## config.mk

```make
export PLATFORM = sky130hd
export DESIGN_NAME = draw_board_ctrl_flat
export DESIGN_NICKNAME = d
export VERILOG_FILES = /design/src/rtl/draw_board_ctrl_if.sv /design/src/rtl/draw_board_ctrl.sv /design/src/flat_wrapper.sv
export SDC_FILE = /design/constraint.sdc
export NUM_CORES = 1
export LEC_CHECK = 0
export BUFFER_PORTS_ARGS = -buffer_cell sky130_fd_sc_hd__buf_2
export CAP_MARGIN = 10
export CORE_UTILIZATION = 52
export DETAILED_ROUTE_END_ITERATION = 7
export GPL_ROUTABILITY_DRIVEN = 0
export PLACE_DENSITY = 0.83
export SYNTH_ARGS = -nofsm -noshare
export SYNTH_HDL_FRONTEND = slang
export SYNTH_SLANG_ARGS = --single-unit
```

## constraint.sdc

```tcl
create_clock -name clk -period 1.85 [get_ports clk]
set_clock_uncertainty 0.1 [all_clocks]
set_input_delay 0.185 -clock clk [delete_from_list [all_inputs] [get_ports clk]]
set_output_delay 0.185 -clock clk [all_outputs]
set_load 0.005 [all_outputs]
```

## src/rtl/draw_board_ctrl_if.sv

```systemverilog
// Signal bundle between the frame-sequencing controller and the board renderer.
// master is the controller side, slave is the datapath/RAM/requester side.
interface draw_board_ctrl_if;
    logic       start;
    logic [5:0] board_addr;
    logic [5:0] board_data;
    logic [5:0] draw_value;
    logic       write;
    logic       update_x_y;
    logic       busy;
    logic       done;

    modport master (
        input  start, board_data,
        output board_addr, draw_value, write, update_x_y, busy, done
    );

    modport slave (
        output start, board_data,
        input  board_addr, draw_value, write, update_x_y, busy, done
    );
endinterface

```

## src/rtl/draw_board_ctrl.sv

```systemverilog
// Repaint sequencer: background fill, 64 board cells from RAM, optional turn indicator.
// Define DRAW_TURN_IND_EN to include the player-turn indicator phase.
module draw_board_ctrl #(
    parameter int BG_CYCLES   = 32768,
    parameter int CELL_CYCLES = 256
) (
    input  logic              clk,
    input  logic              reset,
    draw_board_ctrl_if.master bus
);
    localparam int BG_W   = (BG_CYCLES > 1) ? $clog2(BG_CYCLES) : 1;
    localparam int CELL_W = (CELL_CYCLES > 1) ? $clog2(CELL_CYCLES) : 1;
    localparam logic [BG_W-1:0]   BG_LAST   = BG_W'(BG_CYCLES - 1);
    localparam logic [CELL_W-1:0] CELL_LAST = CELL_W'(CELL_CYCLES - 1);
    localparam logic [5:0] BG_CODE = 6'b011000;

    localparam logic [2:0] S_IDLE  = 3'd0;
    localparam logic [2:0] S_BG    = 3'd1;
    localparam logic [2:0] S_FETCH = 3'd2;
    localparam logic [2:0] S_LATCH = 3'd3;
    localparam logic [2:0] S_CELL  = 3'd4;
    localparam logic [2:0] S_ADV   = 3'd5;
    localparam logic [2:0] S_DONE  = 3'd7;
`ifdef DRAW_TURN_IND_EN
    localparam logic [2:0] S_TURN  = 3'd6;
    localparam logic [5:0] TURN_CODE = 6'b011100;
`endif

    logic [2:0]        state_q, state_d;
    logic [BG_W-1:0]   bg_cnt_q, bg_cnt_d;
    logic [CELL_W-1:0] cell_cnt_q, cell_cnt_d;
    logic [5:0]        board_addr_q, board_addr_d;
    logic [5:0]        cell_val_q, cell_val_d;
    logic              pending_q, pending_d;
    logic [5:0]        draw_value_q, draw_value_d;
    logic              write_q, write_d;
    logic              update_x_y_q, update_x_y_d;
    logic              busy_q, busy_d;
    logic              done_q, done_d;

    always_comb begin
        state_d      = state_q;
        bg_cnt_d     = bg_cnt_q;
        cell_cnt_d   = cell_cnt_q;
        board_addr_d = board_addr_q;
        cell_val_d   = cell_val_q;
        pending_d    = pending_q;

        // Requests arriving mid-frame collapse into a single follow-up repaint.
        if (state_q != S_IDLE && bus.start) begin
            pending_d = 1'b1;
        end

        case (state_q)
            S_IDLE: begin
                if (bus.start) begin
                    state_d      = S_BG;
                    board_addr_d = 6'd0;
                    bg_cnt_d     = '0;
                    cell_cnt_d   = '0;
                end
            end
            S_BG: begin
                if (bg_cnt_q == BG_LAST) begin
                    bg_cnt_d = '0;
                    state_d  = S_FETCH;
                end else begin
                    bg_cnt_d = bg_cnt_q + 1'b1;
                end
            end
            S_FETCH: state_d = S_LATCH;
            S_LATCH: begin
                cell_val_d = bus.board_data;
                state_d    = S_CELL;
            end
            S_CELL: begin
                if (cell_cnt_q == CELL_LAST) begin
                    cell_cnt_d = '0;
                    state_d    = S_ADV;
                end else begin
                    cell_cnt_d = cell_cnt_q + 1'b1;
                end
            end
            S_ADV: begin
                board_addr_d = board_addr_q + 6'd1;
                if (board_addr_q == 6'd63) begin
`ifdef DRAW_TURN_IND_EN
                    state_d = S_TURN;
`else
                    state_d = S_DONE;
`endif
                end else begin
                    state_d = S_FETCH;
                end
            end
`ifdef DRAW_TURN_IND_EN
            S_TURN: begin
                if (cell_cnt_q == CELL_LAST) begin
                    cell_cnt_d = '0;
                    state_d    = S_DONE;
                end else begin
                    cell_cnt_d = cell_cnt_q + 1'b1;
                end
            end
`endif
            S_DONE: begin
                pending_d = 1'b0;
                if (pending_q || bus.start) begin
                    state_d      = S_BG;
                    board_addr_d = 6'd0;
                    bg_cnt_d     = '0;
                end else begin
                    state_d = S_IDLE;
                end
            end
            default: state_d = S_IDLE;
        endcase
    end

    // Outputs are decoded from the next state so they line up with the state they describe.
    always_comb begin
        draw_value_d = 6'd0;
        write_d      = 1'b0;
        update_x_y_d = 1'b0;
        busy_d       = (state_d != S_IDLE);
        done_d       = (state_d == S_DONE);
        case (state_d)
            S_BG: begin
                draw_value_d = BG_CODE;
                write_d      = 1'b1;
            end
            S_CELL: begin
                draw_value_d = cell_val_d;
                write_d      = 1'b1;
            end
`ifdef DRAW_TURN_IND_EN
            S_TURN: begin
                draw_value_d = TURN_CODE;
                write_d      = 1'b1;
            end
`endif
            S_ADV:   update_x_y_d = 1'b1;
            default: ;
        endcase
    end

    always_ff @(posedge clk) begin
        if (reset) begin
            state_q      <= S_IDLE;
            bg_cnt_q     <= '0;
            cell_cnt_q   <= '0;
            board_addr_q <= 6'd0;
            cell_val_q   <= 6'd0;
            pending_q    <= 1'b0;
            draw_value_q <= 6'd0;
            write_q      <= 1'b0;
            update_x_y_q <= 1'b0;
            busy_q       <= 1'b0;
            done_q       <= 1'b0;
        end else begin
            state_q      <= state_d;
            bg_cnt_q     <= bg_cnt_d;
            cell_cnt_q   <= cell_cnt_d;
            board_addr_q <= board_addr_d;
            cell_val_q   <= cell_val_d;
            pending_q    <= pending_d;
            draw_value_q <= draw_value_d;
            write_q      <= write_d;
            update_x_y_q <= update_x_y_d;
            busy_q       <= busy_d;
            done_q       <= done_d;
        end
    end

    assign bus.board_addr = board_addr_q;
    assign bus.draw_value = draw_value_q;
    assign bus.write      = write_q;
    assign bus.update_x_y = update_x_y_q;
    assign bus.busy       = busy_q;
    assign bus.done       = done_q;
endmodule

```

## src/flat_wrapper.sv

```systemverilog
// flat-port wrapper written by rule: the top's interface ports become plain ports
module draw_board_ctrl_flat 
#(
    parameter int BG_CYCLES   = 32768,
    parameter int CELL_CYCLES = 256
)
  (clk, reset, bus_start, bus_board_data, bus_board_addr, bus_draw_value, bus_write, bus_update_x_y, bus_busy, bus_done);
  draw_board_ctrl_if bus_i ();
  input  logic clk;
  input  logic reset;
  input wire logic [$bits(bus_i.start)-1:0] bus_start;
  input wire logic [$bits(bus_i.board_data)-1:0] bus_board_data;
  output wire logic [$bits(bus_i.board_addr)-1:0] bus_board_addr;
  output wire logic [$bits(bus_i.draw_value)-1:0] bus_draw_value;
  output wire logic [$bits(bus_i.write)-1:0] bus_write;
  output wire logic [$bits(bus_i.update_x_y)-1:0] bus_update_x_y;
  output wire logic [$bits(bus_i.busy)-1:0] bus_busy;
  output wire logic [$bits(bus_i.done)-1:0] bus_done;
  assign bus_i.start = bus_start;
  assign bus_i.board_data = bus_board_data;
  assign bus_board_addr = bus_i.board_addr;
  assign bus_draw_value = bus_i.draw_value;
  assign bus_write = bus_i.write;
  assign bus_update_x_y = bus_i.update_x_y;
  assign bus_busy = bus_i.busy;
  assign bus_done = bus_i.done;
  draw_board_ctrl #(.BG_CYCLES(BG_CYCLES), .CELL_CYCLES(CELL_CYCLES)) u_core (.clk(clk), .reset(reset), .bus(bus_i));
endmodule
```

**Yosys cells after proc, flatten, opt, wreduce, memory -nomap -nowiden**

Cells that the tools add are included.

- Word-level logic and storage cells: 62
- Register bits: 49
- Output and inout port bits: 16

- Equal/unequal tests: 15
- Add/subtract/negate cells: 3
- Reduce and logical (&&, ||, !) cells: 13
- Multiplexer cells: 20

Operators by type and width:

| cell | number |
|---|---|
| two-way mux 15 bit | 3 |
| case mux 15 bit (3 select lines) | 1 |
| case mux 3 bit (7 select lines) | 1 |
| equality test 3 bit (second input constant) | 6 |
| two-way mux 6 bit | 3 |
| case mux 6 bit (3 select lines) | 1 |
| two-way mux 8 bit | 2 |
| case mux 8 bit (2 select lines) | 1 |
| adder 15 x 1 -> 15 bit (second input constant) | 1 |
| equality test 15 bit (second input constant) | 1 |
| two-way mux 3 bit | 4 |
| case mux 6 bit (2 select lines) | 1 |
| nonzero test 3 bit | 4 |
| adder 8 x 1 -> 8 bit (second input constant) | 1 |
| equality test 8 bit (second input constant) | 1 |
| adder 6 x 1 -> 6 bit (second input constant) | 1 |
| equality test 3 x 1 -> 1 bit (second input constant) | 2 |
| equality test 3 x 2 -> 1 bit (second input constant) | 2 |
| equality test 6 bit (second input constant) | 1 |
| AND reduction 3 bit | 2 |
| OR reduction 2 bit | 2 |
| logical NOT 3 bit | 1 |
| two-way mux 1 bit | 3 |
| != test 2 x 1 -> 1 bit (second input constant) | 1 |
| 5 further kinds | 5 |

**Logic depth before layout (Yosys ltp)**

- Depth in word-level cells: 6
- Mapped depth: 7
- Depth with buffers taken out: 6

**Least setup slack after synthesis**

OpenSTA, ideal clock, no wires.

- Kind: register to register
- Start point: reg u_core.bg_cnt_q[0]
- End point: reg u_core.bg_cnt_q[14]
- Cell stages (with the launch flop): 8
- Path buffers: 1
- Slack: -0.070 ns
- Library setup time: 0.128 ns
- Arrival time: 1.691 ns
- Cells stage by stage: dfxtp_1 > ha_1 > nand3_1 > nor4_4 > nor2_1 > buf_2 > o21ai_1 > nor2_1

- Word-level cells in the longest chain between the ends: 3
- Elaborated cells between the ends (all ways): 4

RTL lines:

| element | RTL line | source |
|---|---|---|
| start, declared | draw_board_ctrl.sv:30 | `logic [BG_W-1:0] bg_cnt_q, bg_cnt_d;` |
| start signal, assigned | draw_board_ctrl.sv:162 | `bg_cnt_q <= bg_cnt_d;` |
| adder 15 x 1 -> 15 bit / equality test 15 bit (equally long branches) | draw_board_ctrl.sv:68, draw_board_ctrl.sv:64 |  |
| two-way mux 15 bit (*) | draw_board_ctrl.sv:64 | `if (bg_cnt_q == BG_LAST) begin` |
| case mux 15 bit (3 select lines) (*) | draw_board_ctrl.sv:54 | `case (state_q)` |

Mark *: on every way between the ends. The rest lies on a longest branch, timed or not.
A chain may end at the register's enable or synchronous reset.

**Worst setup path in the final report**

- Start point: reg u_core.bg_cnt_q[1]
- End point: reg u_core.write_q (netlist: u_core.bus.write)

- Word-level cells in the longest chain between the ends: 6
- Elaborated cells between the ends (all ways): 7

RTL lines:

| element | RTL line | source |
|---|---|---|
| equality test 15 bit (*) | draw_board_ctrl.sv:64 |  |
| two-way mux 3 bit (*) | draw_board_ctrl.sv:64 |  |
| case mux 3 bit (7 select lines) (*) | draw_board_ctrl.sv:54 |  |
| equality test 3 x 1 -> 1 bit / equality test 3 bit (equally long branches) | draw_board_ctrl.sv:127 | `case (state_d)` |
| OR reduction 2 bit (no line) (*) | - |  |
| two-way mux 1 bit (*) | draw_board_ctrl.sv:127 |  |
| end signal, assigned | draw_board_ctrl.sv:168 | `write_q <= write_d;` |
| end, declared | draw_board_ctrl.sv:36 | `logic write_q, write_d;` |

Marked as above.

==> impl_metrics.tcl <==
set metrics [dict create \
    port-buffer-count 24 \
    internal_power_mw 1.42 \
    fp-row-count 23 \
    cts.path.max_buffers 2 \
    cap_violations 0 \
    timing.final.hold_violations 0 \
    ys_seq_elements 49 \
    grt_max_degree 21 \
    timing.setup.critical_path_class "flop to flop" \
    power.density_cell_area_mw_per_mm2 642 \
    clkSinkCount 49 \
    placed_cell_area_mm2 0.00274 \
    post_synth.cell_area_avg_um2 8.56 \
    power_leakage_nw 1.25 \
    wire_length_of_the_first_global_routing_pass_um 9090 \
    worstPathArrival_ns 1.88 \
    synth_cell_type_count 48 \
    min_path_type "input port to flop" \
    gr-total-overflow 0 \
    avgRoutedWirePerCell_um 14.4 \
    initial_utilization_pct 56.2 \
    synth_top_area_share_pct 42.1 \
    pin_count 25 \
    tritoncts "built" \
    max-vdd-ir-drop_mv 0.543 \
    max_freq_ghz 0.556 \
    placed_cells_incl_taps 371 \
    outcome "completed" \
    min_delay_worst_endpoint "u_core.cell_val_q[1]" \
    fp.dieH_um 68.9 \
    synth_sequential_area_ratio_pct 42.1 \
    syn_area_mm2 0.00233 \
    endpoints_failing_setup 0 \
    clock_tree.root_cell "clkbuf_8" \
    drt_pre_antenna_iters 4 \
    die_w_um 68.9 \
    r2r_start "u_core.bg_cnt_q[1]" \
    finalHoldWorstSlack_ns 0.0445 \
    critical-path-slowest-cell "or3_1" \
    critical_path_cell_by_cell "ha_1 > buf_4 > and3_1 > nand2_1 > or3_1 > o211ai_1 > a221oi_2" \
    worst-endpoint-required_ns 1.94 \
    grt_antenna_before_repair 0 \
    p_sw_share_pct 25.6 \
    hpwlAfterDp_um 3870 \
    clkPwrFrac_pct 33.2 \
    timing.max_slew.rel_slack_pct 63.7 \
    synthDominantAreaCellType "dfxtp_1" \
    fin_setup_tns_ns 0 \
    vias 2202 \
    slew_viol_final 0 \
    p_seq_share_pct 56.4 \
    synth.net_count 284 \
    totalWireLength_um 5550 \
    r2r-end "u_core.bus.write" \
    ctsHtreeMaxLevel 2 \
    max_slew.worst_pin.slew_ns 0.541 \
    hold-path-cell-count 3 \
    area_of_the_core_region_mm2 0.00414 \
    area_growth_pct 27.9 \
    grt.total_usage_pct 26.0 \
    layout.nets 346 \
    clkSlewWorstSetupHoldPaths_ns 0.09 \
    timing.final.crit_share_pct 97.2 \
    design_area_mm2 0.00298 \
    first_global_vias 2040 \
    timing.critical_path.slowest_cell_delay_ns 0.41 \
    regToRegSetupSlack_ns 0.05 \
    hold_start "bus_board_data[1]" \
    async_flop_share_pct 0 \
    postCtsHoldBufs 0 \
    dr.first_iter.drc_count 127 \
    area_of_the_die_mm2 0.00475 \
    rsz0062_at_grt "yes" \
    synth_top_flop_cell "dfxtp_1" \
    drive_above_1_share_pct 32.8 \
    synthesis.instances 272 \
    leading_post_synthesis_cells_by_cell_area "dfxtp_1, nor2_1, a21oi_1" \
    drcViolationCount 0 \
    rr_worst_depth 7 \
    antenna_cells 0 \
    synth-edff-count 0 \
    final_cell_count_no_fill 385 \
    power_switching_mw 0.490 \
    synth.yosys.warnings 0 \
    worst_skew_pair.late_latency_ns 0.31 \
    tritoncts.num_buffers 5 \
    antenna_violating_nets_post_route 0 \
    critical_path_peak_fanout 3 \
    comb_power_share_pct 10.4 \
    vias_per_cell 5.72 \
    setup.worst_path.start_class "flop" \
    end_kind "flop" \
    layout_min_cycle_time_ns 1.80 \
]
Yosys cell counts (all sizes together) (5+ instances only):
master,number
xnor2,5
mux2i,7
and3,7
dfxtp,49
nand3b,6
nand3,8
and2,6
a21oi,20
nor3,7
o21ai,21
nand4,6
nor2,39
inv,6
clkbuf,8
buf,5
nand2,17
power by group through the flow:
stage	registers, mW	logic, mW	clock network (mW)
2_1_floorplan	1.11	0.0987	0
3_3_place_gp	1.10	0.173	0
3_5_place_dp	1.10	0.176	0
4_1_cts	1.08	0.184	0.652
5_1_grt	1.08	0.219	0.688
6_report	1.08	0.200	0.635
sequential cells by signal, indices dropped and copies added (netlist names):
signal and flops:
u_core.bg_cnt_q 15, u_core.bus.board_addr 6, u_core.bus.busy 1, u_core.bus.done 1
u_core.bus.draw_value 6, u_core.bus.update_x_y 1, u_core.bus.write 1, u_core.cell_cnt_q 8
u_core.cell_val_q 6, u_core.pending_q 1, u_core.state_q 3
logic make-up after synthesis:
logic type,after synthesis,synth area share (%)
AND/OR/NAND/NOR,114,26.5
AO/OA/AOI/OAI,71,19.5
flip-flops,49,42.1
buffers and inverters,19,3.87
XOR/XNOR,9,3.39
multiplexers,7,3.01
adder cells (fa/ha/maj),3,1.61
worst max-delay path by stage:
stage	startpoint	to	slack, ns	cells past startpoint
floorplan	u_core.bg_cnt_q[0]	u_core.bg_cnt_q[14]	0.002	7
global placement	u_core.state_q[2]	u_core.bg_cnt_q[13]	0.001	6
detailed placement	u_core.bg_cnt_q[0]	u_core.bus.draw_value[4]	-0.04	6
CTS	u_core.state_q[2]	u_core.bus.write	0.004	6
global route	u_core.state_q[2]	u_core.bg_cnt_q[13]	-0.04	6
finish	u_core.bg_cnt_q[1]	u_core.bus.write	0.05	7
cell type report:
cell class	count	area [um^2]
Multi-Input combinational cell	204	1350
Clock buffer	5	68.8
Sequential cell	49	992
Timing Repair Buffer	68	462
Inverter	6	25.0
Clock inverter	3	21.3
Fill cell	324	1160
Tap cell	50	62.6
layer usage:
layer / GRT usage, % / routed length [um]
met1: 31.9 / 2550
met3: 3.95 / 202
met4: 9.95 / 85
met2: 45.4 / 2710
met5: 0 / 0
worst max-delay path, delay by kind of cell, from the launching register on:
| kind | cells | cell delay, ns |
|---|---|---|
| adder cells (fa/ha/maj) | 1 | 0.18 |
| buffers and inverters | 1 | 0.13 |
| flip-flops | 1 | 0.34 |
| AND/OR/NAND/NOR | 3 | 0.70 |
| AO/OA/AOI/OAI | 2 | 0.22 |
timing repair:
| action | 4_1_cts | 5_1_grt |
|---|---|---|
| pin swaps | 3 | 9 |
| endpoints found under the hold margin | 0 | 0 |
| resized for setup | 8 | 29 |
| setup buffers | 2 | 4 |
| cloned | 0 | 0 |
| endpoints found under the setup margin | 13 | 24 |
per-stage QoR:
step                total power, mW  util [%]  worst slack (ns)
detailed placement             1.28      66.1           -0.0355
floorplan                      1.20         -           0.00227
global placement               1.28      66.1           0.00134
finish                         1.91      71.9            0.0524
global route                   1.99      71.9           -0.0401
CTS                            1.92      69.3           0.00393
cells in the final DEF (no fill, tap or decap), types with 7 or more instances in the layout:
cell type and count:
buf_4 41, nand2_1 16, o21ai_0 14, dfxtp_1 44, mux2i_1 7, nor2_1 37
a21oi_1 19, nor3_1 7, buf_2 24
(Power assumes the default switching activity.)
